==> src/rtl/cpu_controller.sv <==
// cpu_controller: Moore control FSM for the register-file/ALU datapath and the
// fetch/memory path. One micro-step per clock; the instruction fields only feed
// register selects, the shifter and ALU controls, and the branch decisions.
module cpu_controller #(
  parameter logic [1:0] MNONE  = 2'b00,
  parameter logic [1:0] MREAD  = 2'b01,
  parameter logic [1:0] MWRITE = 2'b10
) (
  input  logic        clk,
  input  logic        reset,
  input  logic [15:0] ir,
  output logic [2:0]  readnum,
  output logic [2:0]  writenum,
  output logic        write,
  output logic [1:0]  vsel,
  output logic        loada,
  output logic        loadb,
  output logic        loadc,
  output logic        loads,
  output logic        asel,
  output logic        bsel,
  output logic [1:0]  shift,
  output logic [1:0]  ALUop,
  output logic        load_ir,
  output logic        load_pc,
  output logic        reset_pc,
  output logic        load_addr,
  output logic        addr_sel,
  output logic [1:0]  mem_cmd,
  output logic        halted
);

  typedef enum logic [4:0] {
    RST, IF1, IF2, UPC, DEC, GETA, GETB, EXEC, WREG, WIMM,
    ADDR, LADR, MRD, WMEM, GETD, PASS, MWR, HALT
  } state_t;

  state_t state, state_next;

  logic [2:0] opcode;
  logic [1:0] op;
  logic [2:0] rn;
  logic [2:0] rd;
  logic [1:0] sh;
  logic [2:0] rm;
  logic       is_ldr;
  logic       is_mem;

  assign opcode = ir[15:13];
  assign op     = ir[12:11];
  assign rn     = ir[10:8];
  assign rd     = ir[7:5];
  assign sh     = ir[4:3];
  assign rm     = ir[2:0];
  assign is_ldr = (opcode == 3'b011);
  assign is_mem = (opcode == 3'b011) || (opcode == 3'b100);

  // State register; reset forces RST at once, even mid-instruction.
  always_ff @(posedge clk or posedge reset) begin
    if (reset) state <= RST;
    else       state <= state_next;
  end

  // Next-state decode and state-driven control outputs.
  always_comb begin
    state_next = state;
    readnum    = 3'b000;
    writenum   = 3'b000;
    write      = 1'b0;
    vsel       = 2'b00;
    loada      = 1'b0;
    loadb      = 1'b0;
    loadc      = 1'b0;
    loads      = 1'b0;
    asel       = 1'b0;
    bsel       = 1'b0;
    shift      = 2'b00;
    ALUop      = 2'b00;
    load_ir    = 1'b0;
    load_pc    = 1'b0;
    reset_pc   = 1'b0;
    load_addr  = 1'b0;
    addr_sel   = 1'b0;
    mem_cmd    = MNONE;
    halted     = 1'b0;
    unique case (state)
      RST: begin
        reset_pc   = 1'b1;
        load_pc    = 1'b1;
        state_next = IF1;
      end
      IF1: begin
        addr_sel   = 1'b1;
        mem_cmd    = MREAD;
        state_next = IF2;
      end
      IF2: begin
        addr_sel   = 1'b1;
        mem_cmd    = MREAD;
        load_ir    = 1'b1;
        state_next = UPC;
      end
      UPC: begin
        load_pc    = 1'b1;
        state_next = DEC;
      end
      DEC: begin
        case (opcode)
          3'b110:  state_next = (op == 2'b10) ? WIMM : ((op == 2'b00) ? GETB : IF1);
          3'b101:  state_next = (op == 2'b11) ? GETB : GETA;
          3'b011,
          3'b100:  state_next = (op == 2'b00) ? GETA : IF1;
          3'b111:  state_next = HALT;
          default: state_next = IF1;
        endcase
      end
      GETA: begin
        readnum    = rn;
        loada      = 1'b1;
        state_next = is_mem ? ADDR : GETB;
      end
      GETB: begin
        readnum    = rm;
        loadb      = 1'b1;
        state_next = EXEC;
      end
      EXEC: begin
        shift = sh;
        bsel  = 1'b0;
        if (opcode == 3'b110) begin
          asel       = 1'b1;
          ALUop      = 2'b00;
          loadc      = 1'b1;
          state_next = WREG;
        end else if (op == 2'b11) begin
          asel       = 1'b1;
          ALUop      = 2'b11;
          loadc      = 1'b1;
          state_next = WREG;
        end else if (op == 2'b01) begin
          ALUop      = 2'b01;
          loads      = 1'b1;
          state_next = IF1;
        end else begin
          ALUop      = op;
          loadc      = 1'b1;
          state_next = WREG;
        end
      end
      WREG: begin
        write      = 1'b1;
        writenum   = rd;
        vsel       = 2'b11;
        state_next = IF1;
      end
      WIMM: begin
        write      = 1'b1;
        writenum   = rn;
        vsel       = 2'b01;
        state_next = IF1;
      end
      ADDR: begin
        bsel       = 1'b1;
        loadc      = 1'b1;
        state_next = LADR;
      end
      LADR: begin
        load_addr  = 1'b1;
        state_next = is_ldr ? MRD : GETD;
      end
      MRD: begin
        mem_cmd    = MREAD;
        state_next = WMEM;
      end
      WMEM: begin
        mem_cmd    = MREAD;
        vsel       = 2'b00;
        write      = 1'b1;
        writenum   = rd;
        state_next = IF1;
      end
      GETD: begin
        readnum    = rd;
        loadb      = 1'b1;
        state_next = PASS;
      end
      PASS: begin
        asel       = 1'b1;
        loadc      = 1'b1;
        state_next = MWR;
      end
      MWR: begin
        mem_cmd    = MWRITE;
        state_next = IF1;
      end
      HALT: begin
        halted     = 1'b1;
        state_next = HALT;
      end
      default: state_next = RST;
    endcase
  end

endmodule

==> config.mk <==
export PLATFORM = sky130hd
export DESIGN_NAME = cpu_controller
export DESIGN_NICKNAME = d
export VERILOG_FILES = /design/src/rtl/cpu_controller.sv
export SDC_FILE = /design/constraint.sdc
export NUM_CORES = 1
export LEC_CHECK = 0
export CAP_MARGIN = 25
export CORE_MARGIN = 4
export CORE_UTILIZATION = 35
export CTS_CLUSTER_SIZE = 25
export DETAILED_ROUTE_END_ITERATION = 8
export GPL_TIMING_DRIVEN = 0
export HOLD_SLACK_MARGIN = 0.03
export PLACE_DENSITY = 0.78
export SETUP_SLACK_MARGIN = 0.1
export SLEW_MARGIN = 20
export SYNTH_ARGS = -nofsm -noshare
export SYNTH_HDL_FRONTEND = slang
export SYNTH_SLANG_ARGS = --single-unit
==> constraint.sdc <==
create_clock -name clk -period 2.1 [get_ports clk]
set_input_delay 0.21 -clock clk [delete_from_list [all_inputs] [get_ports clk]]
set_output_delay 0.21 -clock clk [all_outputs]
set_load 0.01 [all_outputs]
==> flow_metrics.env <==
export IMPL_outcome="completed"
export IMPL_ys_warn_count=0
export IMPL_reg2regPathDepth=5
export IMPL_cp_end_kind="primary output"
export IMPL_rsz0062_at_grt="true"
export IMPL_slowest_delay_ps=530
export IMPL_postSynthCellCount=128
export IMPL_ys_seq_elements=5
export IMPL_holdWs_ps=154
export IMPL_gp_congestion=0.857
export IMPL_async_flop_share=1.00
export IMPL_synth_cell_types=40
export IMPL_cts_max_level=1
export IMPL_grtUsageTotal=0.186
export IMPL_wire_per_inst_um=14.2
export IMPL_num_vias=1162
export IMPL_via_per_inst=5.59
export IMPL_synth_top_area_cell="dfrtp_1"
export IMPL_rr_startpoint="state[4]"
export IMPL_firstDrtPassIters=4
export IMPL_synthTopCellsByArea="dfrtp_1, nor2_1, a21oi_1, nand2_1, buf_6"
export IMPL_diodes=0
export IMPL_clkLatencyLatePin_ps=250
export IMPL_die_w_um=57.5
export IMPL_max_freq_ghz=0.516
export IMPL_crit_type="reg -> out"
export IMPL_fin_skew_ps=1.15
export IMPL_leakagePower_nw=0.729
export IMPL_startpoint_type="flop"
export IMPL_antenna_found_initial=0
export IMPL_grt_pass1_vias=1116
export IMPL_regMostFlops="state"
export IMPL_start_util=0.376
export IMPL_syn_num_nets=146
export IMPL_peakVddDrop_mv=0.604
export IMPL_arrival_ps=1730
export IMPL_largest_reg_flops=5
export IMPL_area_sequential_um2=126
export IMPL_synth_top_cell_area_share=0.146
export IMPL_r2r_setup_slack_ps=690
export IMPL_seq_area_frac_synth=0.146
export IMPL_maxCapViolations=0
export IMPL_layout_min_cycle_time_ps=1940
export IMPL_drive_gt1_frac=0.222
export IMPL_final_nets=199
export IMPL_nFillCells=210
export IMPL_dp_final_hpwl_um=2260
export IMPL_finalHoldViolCount=0
export IMPL_core_area_um2=2280
export IMPL_syn_area_per_cell_um2=6.69
export IMPL_final_cells=208
export IMPL_tritoncts="done"
export IMPL_path_clk_slew_ps=50
export IMPL_path_max_fanout=10
export IMPL_dr_wl_met2_um=1420
export IMPL_die_h_um=57.5
export IMPL_setup_violations=0
export IMPL_cts_path_max_buffers=2
export IMPL_wl_met3_um=223
export IMPL_grt_max_degree=11
export IMPL_tightest_slew_ps=270
export IMPL_slew_violations=0
export IMPL_multiInputGateArea_um2=704
export IMPL_cts_root_buf="clkbuf_4"
export IMPL_maxUsedRoutingLayer="met4"
export IMPL_slowest_stage="clkdlybuf4s50_1"
export IMPL_power_density_nw_per_um2=1060
export IMPL_io_buffers=43
export IMPL_grt_overflow=0
export IMPL_wl_um=2960
export IMPL_pin_count=45
export IMPL_final_antenna_net_count=0
export IMPL_cts_sinks=5
export IMPL_grt_pass1_wl_um=4850
export IMPL_reg2reg_to="state[3]"
export IMPL_cts_inserted_buffers=3
export IMPL_cts_hold_buf=0
export IMPL_dieArea_um2=3300
export IMPL_drt_iter0_drc=32
export IMPL_synth_area_um2=856
export IMPL_rows=17
export IMPL_area_growth_pct=67.3
export IMPL_hp_class="in -> async"
export IMPL_reg_largest_list="state x5"
export IMPL_synthTopCellsByCount="nor2_1, nand2_1, a21oi_1"
export IMPL_maxSlewHeadroom=0.819
export IMPL_wl_met1_um=1260
export IMPL_synthFlopType="dfrtp_1"
export IMPL_drc=0
export IMPL_required_ps=1890
export IMPL_synth_edff_count=0
export IMPL_placed_cells=199
export IMPL_yosysMostFrequentCell="nor2_1"
export IMPL_fin_crit_sh=0.922
export IMPL_crit_chain="buf_4, nor2_2, and3_1, clkdlybuf4s50_1"
==> how the worst max path moves through the flow <==
| stage | startpoint | to | slack [ps] | cells past startpoint |
|---|---|---|---|---|
| 6_report | state[1] | write | 160 | 4 |
| 5_1_grt | state[0] | readnum[2] | 80 | 7 |
| 4_1_cts | state[0] | readnum[2] | 20 | 7 |
| 3_5_place_dp | ir[13] | loads | -130 | 5 |
| 3_3_place_gp | ir[13] | loads | -150 | 5 |
| 2_1_floorplan | state[3] | readnum[0] | 600 | 5 |
==> cell families (layout without fill, tap and decap cells) <==
logic type	count (synthesis)	in the layout	synth area share
AND/OR/NAND/NOR	75	75	0.491
XOR/XNOR	1	1	0.0102
flip-flops	5	5	0.146
AO/OA/AOI/OAI	31	31	0.227
buffers and inverters	13	65	0.0906
multiplexers	3	3	0.0351
==> cell type report <==
class | instances | share of cell area
flip-flops and latches | 5 | 0.0883
multi-input cells | 110 | 0.492
well taps | 28 | 0.0245
plain buffers | 11 | 0.0673
repair buffers | 48 | 0.303
clock inverters | 1 | 0.00350
clock buffers | 3 | 0.0157
inverters | 2 | 0.00524
==> worst max-delay path, delay by kind of cell (launching register included) <==
kind,cells,cell delay (ps)
buffers and inverters,2,720
flip-flops,1,440
AND/OR/NAND/NOR,2,300
==> layout by cell type, fill, tap and decap left out, drive strengths merged, types with 4 or more instances in the layout <==
cell           count
nor2              21
dlymetal6s2s       4
dlygate4sd2       19
buf               14
o21ai              7
clkdlybuf4s50     16
nor3               6
nand2b             5
clkbuf             9
nand2             16
dfrtp              5
nor4               5
a21oi             13
==> power by group <==
part           internal [mW]  total [mW]  leakage [nW]  switching [mW]
registers              0.135       0.171        0.0627          0.0360
logic                  0.565        1.23         0.649           0.668
clock network         0.0693       0.116        0.0177          0.0470
total                  0.770        1.52         0.729           0.751
==> routing by layer <==
layer | vias up | track usage
li1 | 567 | -
met3 | 5 | 0.0226
met1 | 528 | 0.232
met2 | 62 | 0.305
met5 | - | 0
met4 | 0 | 0.109
==> per-stage QoR <==
stage / worst slack (ps) / utilization / setup TNS (ps) / cell area (um2) / power, mW
finish: 163 / 0.629 / 0 / 1430 / 1.52
global route: 75.8 / 0.629 / 0 / 1430 / 1.65
CTS: 19.1 / 0.627 / 0 / 1430 / 1.52
detailed placement: -125 / 0.581 / -289 / 1320 / 1.32
global placement: -147 / 0.581 / -247 / 1320 / 1.31
floorplan: 599 / - / 0 / 856 / 0.875
==> repair_timing <==
action	4_1_cts	5_1_grt
buffers inserted	5	0
gates resized for setup	53	9
cloned	0	0
endpoints found under the setup margin	26	9
pin swaps	3	0
Note: power is estimated with default switching activity, not from simulation.
